$ cat src/rtl/branch_resolve_bht.sv
// EX-stage branch resolution with a 2-bit saturating-counter BHT for fetch prediction.
// Outcome, mispredict/flush and illegal-funct3 flags are registered; perf counters saturate.
module branch_resolve_bht #(
  parameter int         XLEN        = 64,
  parameter int         BHT_ENTRIES = 16,
  parameter logic [1:0] INIT_STATE  = 2'b01
) (
  input  logic            clk,
  input  logic            rst_n,
  input  logic [XLEN-1:0] if_pc,
  output logic            pred_taken,
  input  logic            ex_valid,
  input  logic            ex_branch,
  input  logic [2:0]      ex_funct3,
  input  logic [XLEN-1:0] ex_rs1,
  input  logic [XLEN-1:0] ex_rs2,
  input  logic [XLEN-1:0] ex_pc,
  input  logic            ex_pred_taken,
  input  logic            stat_clr,
  output logic            res_valid,
  output logic            res_taken,
  output logic            mispredict,
  output logic            flush,
  output logic            illegal_funct3,
  output logic [31:0]     branch_count,
  output logic [31:0]     mispredict_count
);

  localparam int IDX = $clog2(BHT_ENTRIES);

  logic [1:0]             bht_reg [BHT_ENTRIES];
  logic [BHT_ENTRIES-1:0] bht_we;
  logic [IDX-1:0]         if_idx;
  logic [IDX-1:0]         ex_idx;
  logic [1:0]             ctr_cur;
  logic [1:0]             ctr_next;

  logic rs_eq, rs_lt, rs_ltu;
  logic legal, cond_taken;
  logic resolve, legal_resolve, mispredict_next;

  logic        res_valid_reg, res_taken_reg, mispredict_reg, flush_reg, illegal_reg;
  logic [31:0] branch_count_reg, branch_count_next;
  logic [31:0] mispredict_count_reg, mispredict_count_next;

  // pc[1:0] is always zero for aligned instructions, so the index starts at bit 2
  assign if_idx     = if_pc[IDX+1:2];
  assign ex_idx     = ex_pc[IDX+1:2];
  assign pred_taken = bht_reg[if_idx][1];

  assign rs_eq  = (ex_rs1 == ex_rs2);
  assign rs_lt  = ($signed(ex_rs1) < $signed(ex_rs2));
  assign rs_ltu = (ex_rs1 < ex_rs2);

  always_comb begin
    legal      = 1'b1;
    cond_taken = 1'b0;
    case (ex_funct3)
      3'b000:  cond_taken = rs_eq;
      3'b001:  cond_taken = ~rs_eq;
      3'b100:  cond_taken = rs_lt;
      3'b101:  cond_taken = ~rs_lt;
      3'b110:  cond_taken = rs_ltu;
      3'b111:  cond_taken = ~rs_ltu;
      default: legal      = 1'b0;
    endcase
  end

  assign resolve         = ex_valid & ex_branch;
  assign legal_resolve   = resolve & legal;
  assign mispredict_next = legal_resolve & (cond_taken ^ ex_pred_taken);

  assign ctr_cur = bht_reg[ex_idx];

  always_comb begin
    ctr_next = ctr_cur;
    if (cond_taken) begin
      if (ctr_cur != 2'b11) ctr_next = ctr_cur + 2'd1;
    end else begin
      if (ctr_cur != 2'b00) ctr_next = ctr_cur - 2'd1;
    end
  end

  generate
    for (genvar gi = 0; gi < BHT_ENTRIES; gi++) begin : g_bht_we
      assign bht_we[gi] = legal_resolve && (ex_idx == IDX'(gi));
    end
  endgenerate

  // Prediction reads the array before this edge's write lands, giving old-value-on-collision
  always_ff @(posedge clk or negedge rst_n) begin
    if (!rst_n) begin
      for (int i = 0; i < BHT_ENTRIES; i++) bht_reg[i] <= INIT_STATE;
    end else begin
      for (int i = 0; i < BHT_ENTRIES; i++) begin
        if (bht_we[i]) bht_reg[i] <= ctr_next;
      end
    end
  end

  always_comb begin
    branch_count_next     = branch_count_reg;
    mispredict_count_next = mispredict_count_reg;
    if (stat_clr) begin
      branch_count_next     = '0;
      mispredict_count_next = '0;
    end else begin
      if (legal_resolve && (branch_count_reg != 32'hFFFF_FFFF))
        branch_count_next = branch_count_reg + 32'd1;
      if (mispredict_next && (mispredict_count_reg != 32'hFFFF_FFFF))
        mispredict_count_next = mispredict_count_reg + 32'd1;
    end
  end

  always_ff @(posedge clk or negedge rst_n) begin
    if (!rst_n) begin
      res_valid_reg        <= 1'b0;
      res_taken_reg        <= 1'b0;
      mispredict_reg       <= 1'b0;
      flush_reg            <= 1'b0;
      illegal_reg          <= 1'b0;
      branch_count_reg     <= '0;
      mispredict_count_reg <= '0;
    end else begin
      res_valid_reg        <= resolve;
      res_taken_reg        <= legal_resolve & cond_taken;
      mispredict_reg       <= mispredict_next;
      flush_reg            <= mispredict_next;
      illegal_reg          <= resolve & ~legal;
      branch_count_reg     <= branch_count_next;
      mispredict_count_reg <= mispredict_count_next;
    end
  end

  assign res_valid        = res_valid_reg;
  assign res_taken        = res_taken_reg;
  assign mispredict       = mispredict_reg;
  assign flush            = flush_reg;
  assign illegal_funct3   = illegal_reg;
  assign branch_count     = branch_count_reg;
  assign mispredict_count = mispredict_count_reg;

endmodule

$ cat config.mk
export PLATFORM = sky130hd
export DESIGN_NAME = branch_resolve_bht
export DESIGN_NICKNAME = d
export VERILOG_FILES = /design/src/rtl/branch_resolve_bht.sv
export SDC_FILE = /design/constraint.sdc
export NUM_CORES = 1
export LEC_CHECK = 0
export CORE_AREA = 5 5 142 144
export DETAILED_ROUTE_END_ITERATION = 7
export DIE_AREA = 0 0 147 149
export PLACE_DENSITY = 0.86
export SYNTH_ARGS = -nofsm -noshare
export SYNTH_HDL_FRONTEND = slang
export SYNTH_SLANG_ARGS = --single-unit
$ cat constraint.sdc
create_clock -name clk -period 3.1 [get_ports clk]
set_input_delay 0.62 -clock clk [delete_from_list [all_inputs] [get_ports clk]]
set_output_delay 0.62 -clock clk [all_outputs]
set_load 0.005 [all_outputs]
; Word-level counts from Yosys, hierarchy flattened
; Index checks and enable logic that the tools add are counted.
[totals]
inputBits = 265
output_inout_bits = 70
elab_cells = 105
regBits = 100
[classes]
muxes = 15
reduce_logical = 24
n_lt_le_gt_ge = 4
addsub = 4
eq_ne = 24
bitwise = 12
[op_table]
columns = cell, n
row1 = less-than comparator 64 bit, 2
row2 = two-way mux 32 bit, 4
row3 = "adder 32 x 1 -> 32 bit, second input constant", 2
row4 = == test 64 bit, 1
row5 = "inequality test 32 bit, second input constant", 2
row6 = "== test 4 bit, second input constant", 8
row7 = logical AND 1 bit, 18
row8 = binary-select mux 2 bit (select 4 bit), 2
row9 = "== test 4 x 3 -> 1 bit, second input constant", 4
row10 = two-way mux 2 bit, 7
row11 = "== test 3 bit, second input constant", 4
row12 = ">= comparator 5 bit, second input constant", 2
row13 = inverter 4 -> 5 bit, 2
row14 = "== test 4 x 2 -> 1 bit, second input constant", 2
row15 = one-hot mux 1 bit (6 select lines), 1
row16 = nonzero test 2 bit, 3
row17 = OR reduction 6 bit, 1
row18 = AND 1 bit, 5
row19 = "== test 4 x 1 -> 1 bit, second input constant", 1
row20 = zero test 4 bit, 1
row21 = inverter 1 bit, 4
row22 = "== test 3 x 1 -> 1 bit, second input constant", 1
row23 = zero test 3 bit, 1
row24 = "adder 2 x 1 -> 2 bit, second input constant", 1
row25 = 4 further kinds, 4

; Logic depth before layout (Yosys ltp)
; Gate-level depths: netlist of run 1.
[logic_depth]
ltp_word = 8
depth_mapped = 13
mapped_depth_nobuf = 11

; Worst setup path before layout of run 1
; OpenSTA, ideal clock, no wires.
[synth_path]
path_kind = input -> register
from = input port ex_rs2[59]
to = register mispredict_count_reg[1] (netlist: mispredict_count[1])
t_required_ns = 2.968
setup_slack_ns = -0.622
arrival_ns = 3.590
n_path_buf = 2
cell_stages = 13
setup_time_ns = 0.132
cell_sequence = inv_1 > ha_1 > nand4_1 > or4_4 > or3_1 > o32ai_1 > nor4bb_1 > nor3_4 > mux2i_1 > buf_6 > buf_2 > mux2i_1 > nor2_1
[synth_between]
elab_chain_cells = 7
elab_cells_between_ends = 11
classes_between = order compare: 2 / eq/ne: 1 / mux: 1 / bitwise: 5 / reduce/logical: 2
[synth_lines]
columns = element, line_no
row1 = "start, declared", 16  ; input logic [XLEN-1:0] ex_rs2,
row2 = "less-than comparator 64 bit, or another cell as far along", 53  ; assign rs_ltu = (ex_rs1 < ex_rs2);
row3 = inverter 1 bit (on tied branches), "64, 60, 62"
row4 = one-hot mux 1 bit (6 select lines) (*), 58  ; case (ex_funct3)
row5 = XOR 1 bit (*), 71  ; assign mispredict_next = legal_resolve & (cond_taken ^ ex_pred_taken);
row6 = AND 1 bit (*), 71
row7 = logical AND 1 bit (*), 110  ; if (mispredict_next && (mispredict_count_reg != 32'hFFFF_FFFF))
row8 = nonzero test 2 bit (no source line) (*), -
row9 = "end signal, assigned", 131  ; mispredict_count_reg <= mispredict_count_next;
row10 = "end, declared", 44  ; logic [31:0] mispredict_count_reg, mispredict_count_next;
; Every way passes the cells marked *; elsewhere a longest branch is shown, timed or not.
; A chain may end at the register's enable or synchronous reset.

; Final worst setup path of run 1
[layout_path]
from = input port ex_rs1[57]
to = register mispredict_count_reg[14] (netlist: mispredict_count[14])
[layout_between]
elab_chain_cells = 7
elab_cells_between_ends = 11
classes_between = order compare: 2 / eq/ne: 1 / mux: 1 / bitwise: 5 / reduce/logical: 2
[layout_lines]
columns = element, line_no
row1 = "start, declared", 15  ; input logic [XLEN-1:0] ex_rs1,
row2 = "less-than comparator 64 bit, or another cell as far along", 53
row3 = inverter 1 bit (on tied branches), "64, 60, 62"
row4 = one-hot mux 1 bit (6 select lines) (*), 58
row5 = XOR 1 bit (*), 71
row6 = AND 1 bit (*), 71
row7 = logical AND 1 bit (*), 110
row8 = nonzero test 2 bit (no source line) (*), -
; Marks and branches as above.

==> results of run 1 <==
-- kinds of logic after synthesis --
| group | share of synthesized area |
|---|---|
| muxes | 0.125 |
| AOI/OAI and AO/OA | 0.0891 |
| xor gates and xnor gates | 0.0363 |
| buffers and inverters | 0.0546 |
| adders and majority gates | 0.118 |
| and+or+nand+nor | 0.216 |
| DFF | 0.361 |
-- placed cells by master, fill, tap and decap left out, types with 19 or more instances in the layout --
cell type        count
clkbuf_2            25
clkdlybuf4s15_1     22
inv_2               40
nor2_1              63
clkdlybuf4s50_1     82
a21oi_1             46
mux2_4              24
mux2_2              19
nand2_1             55
nand3_1             32
ha_4                51
buf_2               29
dlygate4sd2_1       38
buf_4               70
buf_6               21
dfrtp_1             84
inv_1               25
nand4_1             32
-- cell usage after synthesis, types with 19 or more instances --
cell	number
nor2_1	64
xor2_1	19
or3_1	20
inv_1	74
nand2_1	55
o21ai_0	25
a21oi_1	53
clkbuf_1	19
nand3_1	33
nand4_1	32
mux2_2	43
ha_1	66
dfrtp_1	84
-- worst max-delay path by stage --
| stage | end | cells after the start | start |
|---|---|---|---|
| floorplan | mispredict_count[1] | 13 | ex_rs2[57] |
| CTS | mispredict_count[24] | 15 | ex_rs2[60] |
| finish | mispredict_count[14] | 13 | ex_rs1[57] |
| detailed placement | mispredict_count[25] | 13 | ex_rs2[57] |
| global placement | mispredict_count[25] | 13 | ex_rs2[57] |
| global route | mispredict_count[0] | 14 | ex_rs1[57] |
-- power by group --
| part | switching [µW] | internal [µW] |
|---|---|---|
| clock network | 535 | 638 |
| logic | 432 | 506 |
| registers | 31.5 | 1380 |
-- metal layers --
metal  GRT usage  share of wire
met5           0              0
met4      0.0610          0.022
met3      0.0632          0.089
met2       0.377           0.49
met1       0.268           0.40
-- metrics by stage --
| step | hold slack (ns) | utilization | setup WS (ns) |
|---|---|---|---|
| 6_report | 0.250 | 0.606 | -0.391 |
| 5_1_grt | 0.276 | 0.606 | -0.462 |
| 4_1_cts | 0.257 | 0.601 | -0.278 |
| 3_5_place_dp | 0.515 | 0.541 | -1.25 |
| 3_3_place_gp | 0.504 | 0.541 | -1.17 |
| 2_1_floorplan | 0.324 | - | -0.364 |
-- repair_timing --
item / CTS / global route
setup endpoints to repair: 67 / 66
gates resized for setup: 435 / 87
setup buffers: 17 / 9
gates cloned: 6 / 1
pin swaps: 74 / 27
-- layout make-up --
cell class,count,area [µm²],share of cell area
flip-flops and latches,100,2520,0.224
well taps,234,293,0.0260
repair buffers,300,2660,0.236
inverters,74,313,0.0278
clock inverters,7,82.6,0.00734
multi-input cells,553,5160,0.458
clock buffers,9,225,0.0200
diodes,2,5.00,0.000445
-- critical path, cell delays in order --
cell and delay [ns]:
buf_4 0.13, ha_4 0.26, nand4_1 0.14, or4_4 0.60, or3_4 0.42, o32ai_4 0.19, nor4bb_4 0.10, nor3_4 0.21
buf_12 0.15, mux2i_4 0.35, buf_12 0.19, nor3_4 0.04, mux2_4 0.30
==> metrics.md, run 1 <==
| Metric | Value |
|---|---|
| Status | `finished, violations left` |
| Failing checks | `negative setup slack` |
| Crit-path max FO | `7` |
| Fill cells | `1452` |
| Tot GR Track Use | `0.218` |
| Worst reg2reg endpoint | `mispredict_count[14]` |
| R2r startpoint | `mispredict_count[3]` |
| Crit share post-route | `1.13` |
| Worst EP arrival | `3.72 ns` |
| Rel. slew slack | `0.478` |
| Worst endpoint required time | `3.33 ns` |
| Final setup vio count | `65` |
| Placer congestion estimate | `0.834` |
| RSZ-0062 raised after global routing | `yes` |
| # nets final | `1369` |
| Maximum Capacitance Violations | `0` |
| Io pins | `335` |
| Syn-to-layout area delta | `61.0%` |
| Syn_nets | `1082` |
| Slew @ Worst Pin | `0.783 ns` |
| Cell Pwr Density | `313 nW/µm²` |
| Setup TNS | `-14.66 ns` |
| CP Class | `input pin to flop` |
| Synthesized instance count | `751` |
| Distinct cells, synth | `52` |
| Fmax | `286 MHz` |
| Drt first-iter violations | `329` |
| Remaining antenna violation count | `0` |
| # rows | `50` |
| Grt ovf | `0` |
| CP startpoint kind | `input pin` |
| Via/cell ratio | `5.52` |
| Area leader, netlist | `dfrtp_1` |
| Final Max Tran Viols | `0` |
| CTS tree | `done` |
| Dominant cells by area after synthesis | `dfrtp_1, ha_1, mux2_2` |
| Max Root-Sink Buffers | `2` |
| Total Power | `3520 µW` |
| Netlist Area Pre-Place | `6990 µm²` |
| Layout cells sized above 1 | `0.379` |
| PortBufs | `214` |
| Worst Hold Class | `input pin to async pin` |
| Hold-fix buffers at CTS | `0` |
| Clk root buf | `clkbuf_16` |
| DR DRC count | `0` |
| Die area | `21900 µm²` |
| Fin worst setup slack | `-0.391 ns` |
| Post-synth top area share | `0.301` |
| Syn_area_per_cell | `9.31 µm²` |
| Finished Layout Cells | `1279` |
| Register area share after synthesis | `0.361` |
| Clock sink count | `100` |
| Final Hold Viols | `0` |
| Crit. End Element | `flop` |
| H-Tree Depth | `3` |
| Initial core utilization | `0.376` |
| Dominant synthesized flop cell | `dfrtp_1` |
| Total Wirelength | `25300 µm` |
| Post-synth EDFFs | `0` |
| TritonCTS Buffers | `9` |
| Cells on worst reg2reg path | `10` |
| Number of global-route vias before repair | `7356` |
| Die Width | `147 µm` |
| Setup Skew | `0.00938 ns` |
| Largest net degree at the start of global routing | `77` |
| Vias | `7066` |
| Core Region | `18600 µm²` |
| Dpl hpwl | `17100 µm` |
| Clk Latency, worst-skew pair | `0.35 ns` |
| 1st-pass router iterations | `5` |
| Die height | `149 µm` |
| Area after DPL | `10100 µm²` |
| Seq cells post-synth | `100` |
| Asr flop ratio synth | `1.00` |
| Placed cell count | `1232` |
| First-pass GRT wire length | `38700 µm` |
| Antenna violations before repair | `2` |
| Routed length per instance | `19.8 µm` |
| R2R Setup Slk | `-0.14 ns` |
| Crit path time final | `3.49 ns` |
| Static Leakage | `0.00477 µW` |
| Synth warn | `0` |
| Worst-path clk slew | `0.07 ns` |
| Design Area, Final | `11300 µm²` |
| Peak supply drop | `236 µV` |
No activity file was read; power rests on OpenSTA's default activity.
==> run 2, diff against run 1 <==
--- a/config.mk
+++ b/config.mk
@@ -9,6 +9,7 @@
 export DETAILED_ROUTE_END_ITERATION = 7
 export DIE_AREA = 0 0 147 149
 export PLACE_DENSITY = 0.86
+export RECOVER_POWER = 25
 export SYNTH_ARGS = -nofsm -noshare
 export SYNTH_HDL_FRONTEND = slang
 export SYNTH_SLANG_ARGS = --single-unit
==> run 2 against run 1 <==
Net effect: the flow finishes with violations (max-capacitance violations, max-slew violations, negative setup slack); non-clock buffer count unchanged; sequential power barely moved; first-iteration DRC count up 9.1%; register-to-register slack gained 0.02 ns; setup slack improved by 0.0019 ns; critical path depth stayed put; design area fell by 0.14%; clock-buffer cell count unchanged; die area is the same; via count is 0.11% higher; wire length rose by 0.22%.
==> metrics.md, run 2 (synthesis results as in run 1) <==
| Metric | Value |
|---|---|
| Status | `finished, violations left` |
| Failing checks | `max-capacitance violations, max-slew violations, negative setup slack` |
| Grt ovf | `0` |
| Final setup vio count | `65` |
| Rel. slew slack | `-0.428` |
| Design Area, Final | `11200 µm²` |
| Vias | `7074` |
| Placed cell count | `1232` |
| PortBufs | `214` |
| First-pass GRT wire length | `38700 µm` |
| Clock sink count | `100` |
| Crit share post-route | `1.13` |
| Critical path launch point | `ex_rs1[57]` |
| Layout cells sized above 1 | `0.378` |
| Clk root buf | `clkbuf_16` |
| # nets final | `1369` |
| DR DRC count | `0` |
| Antenna violations before repair | `2` |
| # rows | `50` |
| Via/cell ratio | `5.53` |
| Initial core utilization | `0.376` |
| Placer congestion estimate | `0.834` |
| CTS tree | `done` |
| H-Tree Depth | `3` |
| Worst reg2reg endpoint | `mispredict_count[14]` |
| Worst Hold Class | `flop to flop` |
| R2R Setup Slk | `-0.12 ns` |
| Final Max Tran Viols | `39` |
| Worst endpoint required time | `3.33 ns` |
| Largest net degree at the start of global routing | `77` |
| RSZ-0062 raised after global routing | `yes` |
| Die area | `21900 µm²` |
| M1 WL | `10100 µm` |
| Hold endpoint | `bht_reg[29]` |
| Crit-path max FO | `7` |
| Finished Layout Cells | `1279` |
| Routed wl met3 | `2180 µm` |
| 1st-pass router iterations | `5` |
| Clk Latency, worst-skew pair | `0.35 ns` |
| Met2 WL | `12500 µm` |
| R2r startpoint | `mispredict_count[3]` |
| Fin worst setup slack | `-0.390 ns` |
| Place WS | `-1.25 ns` |
| Syn-to-layout area delta | `60.8%` |
| Cell Pwr Density | `313 nW/µm²` |
| Peak supply drop | `235 µV` |
| Cells on worst reg2reg path | `10` |
| Area after DPL | `10100 µm²` |
| Crit path time final | `3.49 ns` |
| Commonest non-fill, non-tap cell in the layout | `dfrtp_1` |
| Max Root-Sink Buffers | `2` |
| Routed length per instance | `19.8 µm` |
| Maximum Capacitance Violations | `1` |
| Drt first-iter violations | `359` |
| Commonest non-fill, non-tap cells in the layout | `dfrtp_1, clkdlybuf4s50_1, buf_4` |
| Slew @ Worst Pin | `2.14 ns` |
| Core Region | `18600 µm²` |
| CP Class | `input pin to flop` |
| Hold Crit Start | `bht_reg[29]` |
| Remaining antenna violation count | `0` |
| Final Hold Viols | `0` |
| Die Width | `147 µm` |
| Setup Skew | `0.00919 ns` |
| CP startpoint kind | `input pin` |
| Worst hold margin | `0.537 ns` |
| Worst-path clk slew | `0.07 ns` |
| Top sig layer | `met4` |
| TritonCTS Buffers | `9` |
| Hold-fix buffers at CTS | `0` |
| Tot GR Track Use | `0.218` |
| WHS Path Cells | `1` |
| Fill cells | `1456` |
| Static Leakage | `0.00476 µW` |
| Worst EP arrival | `3.72 ns` |
| Number of global-route vias before repair | `7356` |
| Crit. End Element | `flop` |
| Total Wirelength | `25400 µm` |
| Dpl hpwl | `17100 µm` |
| Total Power | `3520 µW` |
| Io pins | `335` |
| Fmax | `287 MHz` |
| Die height | `149 µm` |
-- run 2: final cells by class --
class / instances / area (µm²) / share of cell area
Timing Repair Buffer: 300 / 2640 / 0.235
Tap cell: 234 / 293 / 0.0260
Antenna cell: 2 / 5.00 / 0.000445
Clock buffer: 9 / 225 / 0.0200
Sequential cell: 100 / 2520 / 0.224
Multi-Input combinational cell: 553 / 5160 / 0.459
Inverter: 74 / 313 / 0.0278
Clock inverter: 7 / 82.6 / 0.00735
-- run 2: timing repair --
item | in CTS | in global routing
buffers inserted | 17 | 9
hold endpoints to repair | 0 | 0
cloned | 6 | 1
pin swaps | 74 | 27
gates resized for setup | 435 | 87
setup endpoints to repair | 67 | 66
-- run 2: layer usage --
metal	GRT usage	vias up
li1	-	3279
met1	0.268	3427
met2	0.377	326
met3	0.0632	42
met4	0.0610	0
met5	0	-
-- run 2: report_power, final --
part | leakage (µW) | switching (µW) | internal (µW)
Sequential | 0.00134 | 31.6 | 1380
Combinational | 0.00328 | 432 | 504
Clock | 0.000144 | 535 | 638
-- run 2: worst max path at each step --
stage / slack (ns) / endpoint / cells past startpoint
floorplan: -0.36 / mispredict_count[1] / 13
global placement: -1.17 / mispredict_count[25] / 13
detailed placement: -1.25 / mispredict_count[25] / 13
CTS: -0.28 / mispredict_count[24] / 15
global route: -0.46 / mispredict_count[0] / 14
finish: -0.39 / mispredict_count[14] / 13
-- run 2: stage by stage --
| step | TNS, ns | utilization |
|---|---|---|
| final | -14.71 | 0.605 |
| after CTS | -8.88 | 0.601 |
| after detailed placement | -71.02 | 0.541 |
| after global routing | -18.39 | 0.605 |
| after global placement | -65.00 | 0.541 |
| after floorplan | -11.80 | - |
-- run 2: worst max-delay path, stage by stage --
cell,delay (ns)
buf_4,0.13
ha_4,0.26
nand4_1,0.14
or4_4,0.60
or3_4,0.42
o32ai_4,0.19
nor4bb_4,0.10
nor3_4,0.21
buf_12,0.15
mux2i_4,0.35
buf_12,0.19
nor3_4,0.04
mux2_4,0.30
